## src/rtl/sent_rx_pkg.sv

```systemverilog
// Shared definitions for the SENT receive CRC arbitration logic:
// channel indices, arbiter states, engine result codes and the grant priority.
package sent_rx_pkg;

  localparam int CH_FAST   = 0;
  localparam int CH_SERIAL = 1;
  localparam int CH_ENH    = 2;
  localparam int NUM_CH    = 3;

  typedef enum logic [1:0] {
    ST_IDLE  = 2'd0,
    ST_ISSUE = 2'd1,
    ST_WAIT  = 2'd2
  } arb_state_t;

  typedef logic [1:0] done_code_t;

  localparam done_code_t DONE_NONE = 2'b00;
  localparam done_code_t DONE_PASS = 2'b01;
  localparam done_code_t DONE_FAIL = 2'b10;

  // Fixed priority: fast frames first, then enhanced serial, then short serial.
  function automatic logic [NUM_CH-1:0] priority_select(input logic [NUM_CH-1:0] pending);
    logic [NUM_CH-1:0] sel;
    sel = '0;
    if (pending[CH_FAST]) begin
      sel[CH_FAST] = 1'b1;
    end else if (pending[CH_ENH]) begin
      sel[CH_ENH] = 1'b1;
    end else if (pending[CH_SERIAL]) begin
      sel[CH_SERIAL] = 1'b1;
    end
    return sel;
  endfunction

endpackage

```

## src/rtl/sent_rx_pending_buf.sv

```systemverilog
// One-deep holding buffer for a single requester: keeps the latest payload,
// a pending flag, and flags an overwrite of a payload that was never granted.
module sent_rx_pending_buf #(
  parameter int DATA_W = 30
) (
  input  logic              clk_rx,
  input  logic              reset_rx,
  input  logic              load,
  input  logic              clear,
  input  logic [DATA_W-1:0] data_in,
  output logic              pending,
  output logic [DATA_W-1:0] data,
  output logic              overrun
);

  // A new request always wins over a grant-clear, so a request arriving in the
  // grant cycle stays pending; overrun is only raised if the old one was not taken.
  always_ff @(posedge clk_rx) begin
    if (reset_rx) begin
      pending <= 1'b0;
      data    <= '0;
      overrun <= 1'b0;
    end else begin
      overrun <= load & pending & ~clear;
      if (load) begin
        data    <= data_in;
        pending <= 1'b1;
      end else if (clear) begin
        pending <= 1'b0;
      end
    end
  end

endmodule

```

## src/rtl/sent_rx_crc_arbiter.sv

```systemverilog
// Shares the single CRC check engine between the fast, short serial and
// enhanced serial requesters, supervising each check with a timeout.
module sent_rx_crc_arbiter
  import sent_rx_pkg::*;
#(
  parameter int DATA_W  = 30,
  parameter int TIMEOUT = 64
) (
  input  logic              clk_rx,
  input  logic              reset_rx,
  input  logic [2:0]        req_i,
  input  logic [DATA_W-1:0] data_fast_i,
  input  logic [DATA_W-1:0] data_serial_i,
  input  logic [DATA_W-1:0] data_enhanced_i,
  output logic [2:0]        enable_crc_check_o,
  output logic [DATA_W-1:0] data_check_crc_o,
  input  logic [1:0]        crc_check_done_i,
  output logic [2:0]        valid_o,
  output logic [2:0]        error_o,
  output logic [2:0]        overrun_o,
  output logic              busy_o
);

  localparam int CNT_W = $clog2(TIMEOUT);
  localparam logic [CNT_W-1:0] CNT_LAST = CNT_W'(TIMEOUT - 1);

  arb_state_t          state, state_n;
  logic [NUM_CH-1:0]   grant, grant_n;
  logic [NUM_CH-1:0]   sel;
  logic [NUM_CH-1:0]   clear;
  logic [NUM_CH-1:0]   pending;
  logic [DATA_W-1:0]   working, working_n;
  logic [CNT_W-1:0]    cnt, cnt_n;
  logic [NUM_CH-1:0]   valid_n, error_n;
  logic [DATA_W-1:0]   chan_data [NUM_CH];
  logic [DATA_W-1:0]   buf_data  [NUM_CH];

  assign chan_data[CH_FAST]   = data_fast_i;
  assign chan_data[CH_SERIAL] = data_serial_i;
  assign chan_data[CH_ENH]    = data_enhanced_i;

  for (genvar k = 0; k < NUM_CH; k++) begin : g_buf
    sent_rx_pending_buf #(
      .DATA_W (DATA_W)
    ) u_buf (
      .clk_rx   (clk_rx),
      .reset_rx (reset_rx),
      .load     (req_i[k]),
      .clear    (clear[k]),
      .data_in  (chan_data[k]),
      .pending  (pending[k]),
      .data     (buf_data[k]),
      .overrun  (overrun_o[k])
    );
  end

  assign sel                = priority_select(pending);
  assign enable_crc_check_o = (state == ST_ISSUE) ? grant : '0;
  assign data_check_crc_o   = working;
  assign busy_o             = (state != ST_IDLE);

  // State register plus the grant, working payload, timeout counter and result pulses.
  always_ff @(posedge clk_rx) begin
    if (reset_rx) begin
      state   <= ST_IDLE;
      grant   <= '0;
      working <= '0;
      cnt     <= '0;
      valid_o <= '0;
      error_o <= '0;
    end else begin
      state   <= state_n;
      grant   <= grant_n;
      working <= working_n;
      cnt     <= cnt_n;
      valid_o <= valid_n;
      error_o <= error_n;
    end
  end

  // Arbitration, issue and result/timeout supervision; engine results outside WAIT are ignored.
  always_comb begin
    state_n   = state;
    grant_n   = grant;
    working_n = working;
    cnt_n     = cnt;
    valid_n   = '0;
    error_n   = '0;
    clear     = '0;
    case (state)
      ST_IDLE: begin
        if (|pending) begin
          grant_n = sel;
          clear   = sel;
          for (int k = 0; k < NUM_CH; k++) begin
            if (sel[k]) begin
              working_n = buf_data[k];
            end
          end
          state_n = ST_ISSUE;
        end
      end
      ST_ISSUE: begin
        cnt_n   = '0;
        state_n = ST_WAIT;
      end
      ST_WAIT: begin
        case (crc_check_done_i)
          DONE_NONE: begin
            if (cnt == CNT_LAST) begin
              error_n = grant;
              state_n = ST_IDLE;
            end else begin
              cnt_n = cnt + CNT_W'(1);
            end
          end
          DONE_PASS: begin
            valid_n = grant;
            state_n = ST_IDLE;
          end
          DONE_FAIL: begin
            error_n = grant;
            state_n = ST_IDLE;
          end
          default: begin
            error_n = grant;
            state_n = ST_IDLE;
          end
        endcase
      end
      default: begin
        state_n = ST_IDLE;
      end
    endcase
  end

endmodule

```

## config.mk

```make
export PLATFORM = sky130hd
export DESIGN_NAME = sent_rx_crc_arbiter
export DESIGN_NICKNAME = d
export VERILOG_FILES = /design/src/rtl/sent_rx_pkg.sv /design/src/rtl/sent_rx_pending_buf.sv /design/src/rtl/sent_rx_crc_arbiter.sv
export SDC_FILE = /design/constraint.sdc
export NUM_CORES = 1
export LEC_CHECK = 0
export ABC_CLOCK_PERIOD_IN_PS = 3850
export BUFFER_PORTS_ARGS = -buffer_cell sky130_fd_sc_hd__buf_4
export CORE_AREA = 3 3 107 109
export CTS_CLUSTER_SIZE = 14
export DETAILED_ROUTE_END_ITERATION = 7
export DIE_AREA = 0 0 110 112
export PLACE_DENSITY = 0.8
export SLEW_MARGIN = 20
export SYNTH_ARGS = -nofsm -noshare
export SYNTH_HDL_FRONTEND = slang
export SYNTH_SLANG_ARGS = --single-unit
```

## constraint.sdc

```tcl
create_clock -name clk_rx -period 3.85 [get_ports clk_rx]
set_input_delay 0.5775 -clock clk_rx [delete_from_list [all_inputs] [get_ports clk_rx]]
set_output_delay 0.5775 -clock clk_rx [all_outputs]
set_load 0.02 [all_outputs]
```

==> impl_metrics.ini <==
[cts]
cts_tree = yes
cts-resized-gates = 0
h-tree-depth = 4
path_clk_slew_ns = 0.06
clk_latency_ns = 0.52
holdBufCountCts = 0
root_buffer = clkbuf_8
cts_sinks = 143
cts_buffers = 17
post-cts-setup-buffer-count = 0
clk_path_buf_depth = 2

[critical_path]
worstPathRequired_ns = 3.27
cp_cell_sequence = inv_1 > ha_1 > inv_1 > buf_4
cp.arrival_ns = 1.68
crit_top_cell = inv_1
r2r_cells = 5
startpoint_type = flip-flop
r2r-start = g_buf[1].u_buf.pending
worstPathMaxFanout = 8
timing.rr.end = data_check_crc_o[9]
critPathKind = reg2out
critPathCaptureType = output pin
reg2reg_slack_ns = 1.67
critPathMaxStageDelay_ns = 0.37
cp_slowest_cell = ha_1

[sta]
slew_viol_final = 0
slew_headroom = 0.5362
tightest_slew_ns = 0.6957
max_freq_mhz = 443.1
rsz0062_at_grt = false
fin_crit_sh = 0.5862
period_needed_ns = 2.257
hold_violations = 0
setup_viol = 0
timing.final.ws_setup_ns = 1.593
setup_tns_ns = 0
worst_clock_skew_ns = 0.009839

[floorplan]
start_util = 0.5407
dieWidth_um = 110
core_um2 = 10700
num_io_pins = 140
rows = 38
dieArea_um2 = 12320
die_h_um = 112

[grt]
grt_pass1_wl_mm = 22.41
grt_max_degree = 70
antenna_found_initial = 0
gr-usage-all-layers = 0.2360
grt_pass1_vias = 4556
grt-ovfl-total = 0

[drt]
route.detailed.wl_per_inst_um = 16.76
first_pass_iters = 4
drc = 0
wirelength_mm = 14.25
ant_nets = 0
vias = 4631
avgViaCountPerCell = 5.448
drt_iter0_drc = 199

[yosys]
yosysWarnings = 0
synthTopCellsByArea = dfxtp_1 (49%), mux2i_1 (21%), nor2_1 (8.4%)
ys.flop_type = dfxtp_1
synthCells = 581
synth_cell_type_count = 39
synth_fp_nets = 683
synth_area_um2 = 5784
ys_async_sr_fraction = 0
synth_top_area_frac = 0.4949
synth-edff-count = 0
synth_seq_cells = 143
yosysTopAreaCell = dfxtp_1
syn_area_per_cell_um2 = 9.956
yosysSeqAreaShare = 0.4949

[hold_path]
min_to = g_buf[0].u_buf.data[12]
hold_path.class = in2reg
hp-start = data_fast_i[12]
hold_depth = 3

[final_layout]
diodes = 0
final_cell_mix = dfxtp_1 (143), buf_4 (143), nor2_1 (128)
drive_gt1_frac = 0.2690
fin_nets = 799
stdcell_count = 850
area_growth_syn_to_layout_pct = 27.21

[pwr]
p_total_uw = 3758
p_per_area_nw_per_um2 = 510.8
leakagePower_uw = 0.003402
vdd.ir_drop.worst_uv = 391.5

[placed_design]
gp_congestion = 0.8182
dp_slack_ns = 1.660
port_buffers = 139
dp_hpwl_mm = 9.763
placed_cells = 818

[outcome]
outcome = complete, no violations

[run]
drv_cap = 0
per-stage QoR:
| step | hold slack (ns) | cell area, um^2 | utilization |
|---|---|---|---|
| detailed placement | 0.4742 | 6784 | 0.6342 |
| CTS | 0.2738 | 7353 | 0.6874 |
| finish | 0.2913 | 7358 | 0.6878 |
| floorplan | 0.4485 | 5784 | - |
| global placement | 0.4631 | 6784 | 0.6342 |
| global route | 0.2797 | 7358 | 0.6878 |
worst max-delay path: cells and delay by family, from the launching register on:
kind / cells / cell delay [ns]
adder cells (fa/ha/maj): 1 / 0.37
buffers and inverters: 3 / 0.47
flip-flops: 1 / 0.33
logic make-up (layout without fill, tap and decap cells):
kind of cell / Yosys count / count (layout) / synth area share
simple gates: 175 / 175 / 0.1354
flops: 143 / 143 / 0.4949
mux: 121 / 121 / 0.2094
compound gates: 85 / 85 / 0.1017
buf+inv: 52 / 181 / 0.04780
fa+ha+maj: 5 / 5 / 0.01082
power breakdown:
part | total, uW | internal (uW) | switching [uW]
Sequential | 1640 | 1580 | 64.6
Combinational | 547 | 255 | 292
Clock | 1570 | 939 | 628
Total | 3760 | 2770 | 984
worst max path at each step:
stage,startpoint,cells after the start,slack (ns),end
floorplan,crc_check_done_i[1],3,2.29,cnt[4]
global placement,g_buf[0].u_buf.pending,5,1.73,data_check_crc_o[28]
detailed placement,g_buf[1].u_buf.pending,5,1.66,data_check_crc_o[10]
CTS,state[0],4,1.57,busy_o
global route,state[0],4,1.43,busy_o
finish,state[0],4,1.59,busy_o
flip-flops by register name, summed over array words and instances (netlist names):
name and cells:
valid_o 3, g_buf.u_buf.overrun 3, data_check_crc_o 30, error_o 3, g_buf.u_buf.data 90, state 2, grant 3, g_buf.u_buf.pending 3
cnt 6
synth_stat cells (5+ instances only):
library cell	number
ha_1	5
clkbuf_1	23
a22o_2	8
inv_1	6
and2_1	11
nand2_1	6
a22o_1	22
nor2_1	129
buf_2	14
dfxtp_1	143
a21oi_1	37
mux2i_1	121
nand2b_1	10
metal layers:
layer | vias to the layer above | routed length, um | share of wire | GRT usage
met3 | 23 | 965 | 0.068 | 0.07246
li1 | 2239 | - | - | -
met2 | 153 | 6947 | 0.49 | 0.3811
met1 | 2216 | 6075 | 0.43 | 0.2941
met4 | 0 | 262 | 0.018 | 0.08811
met5 | - | 0 | 0 | 0
cell type report:
cell class              instances  area (um^2)
well taps                     140        175.2
repair buffers                143         1074
fillers                       831         3339
flip-flops and latches        143         2863
clock buffers                  19        431.7
inverters                       6        22.52
clock inverters                13        137.6
multi-input cells             386         2655
Power figures use the tool's default switching activity.
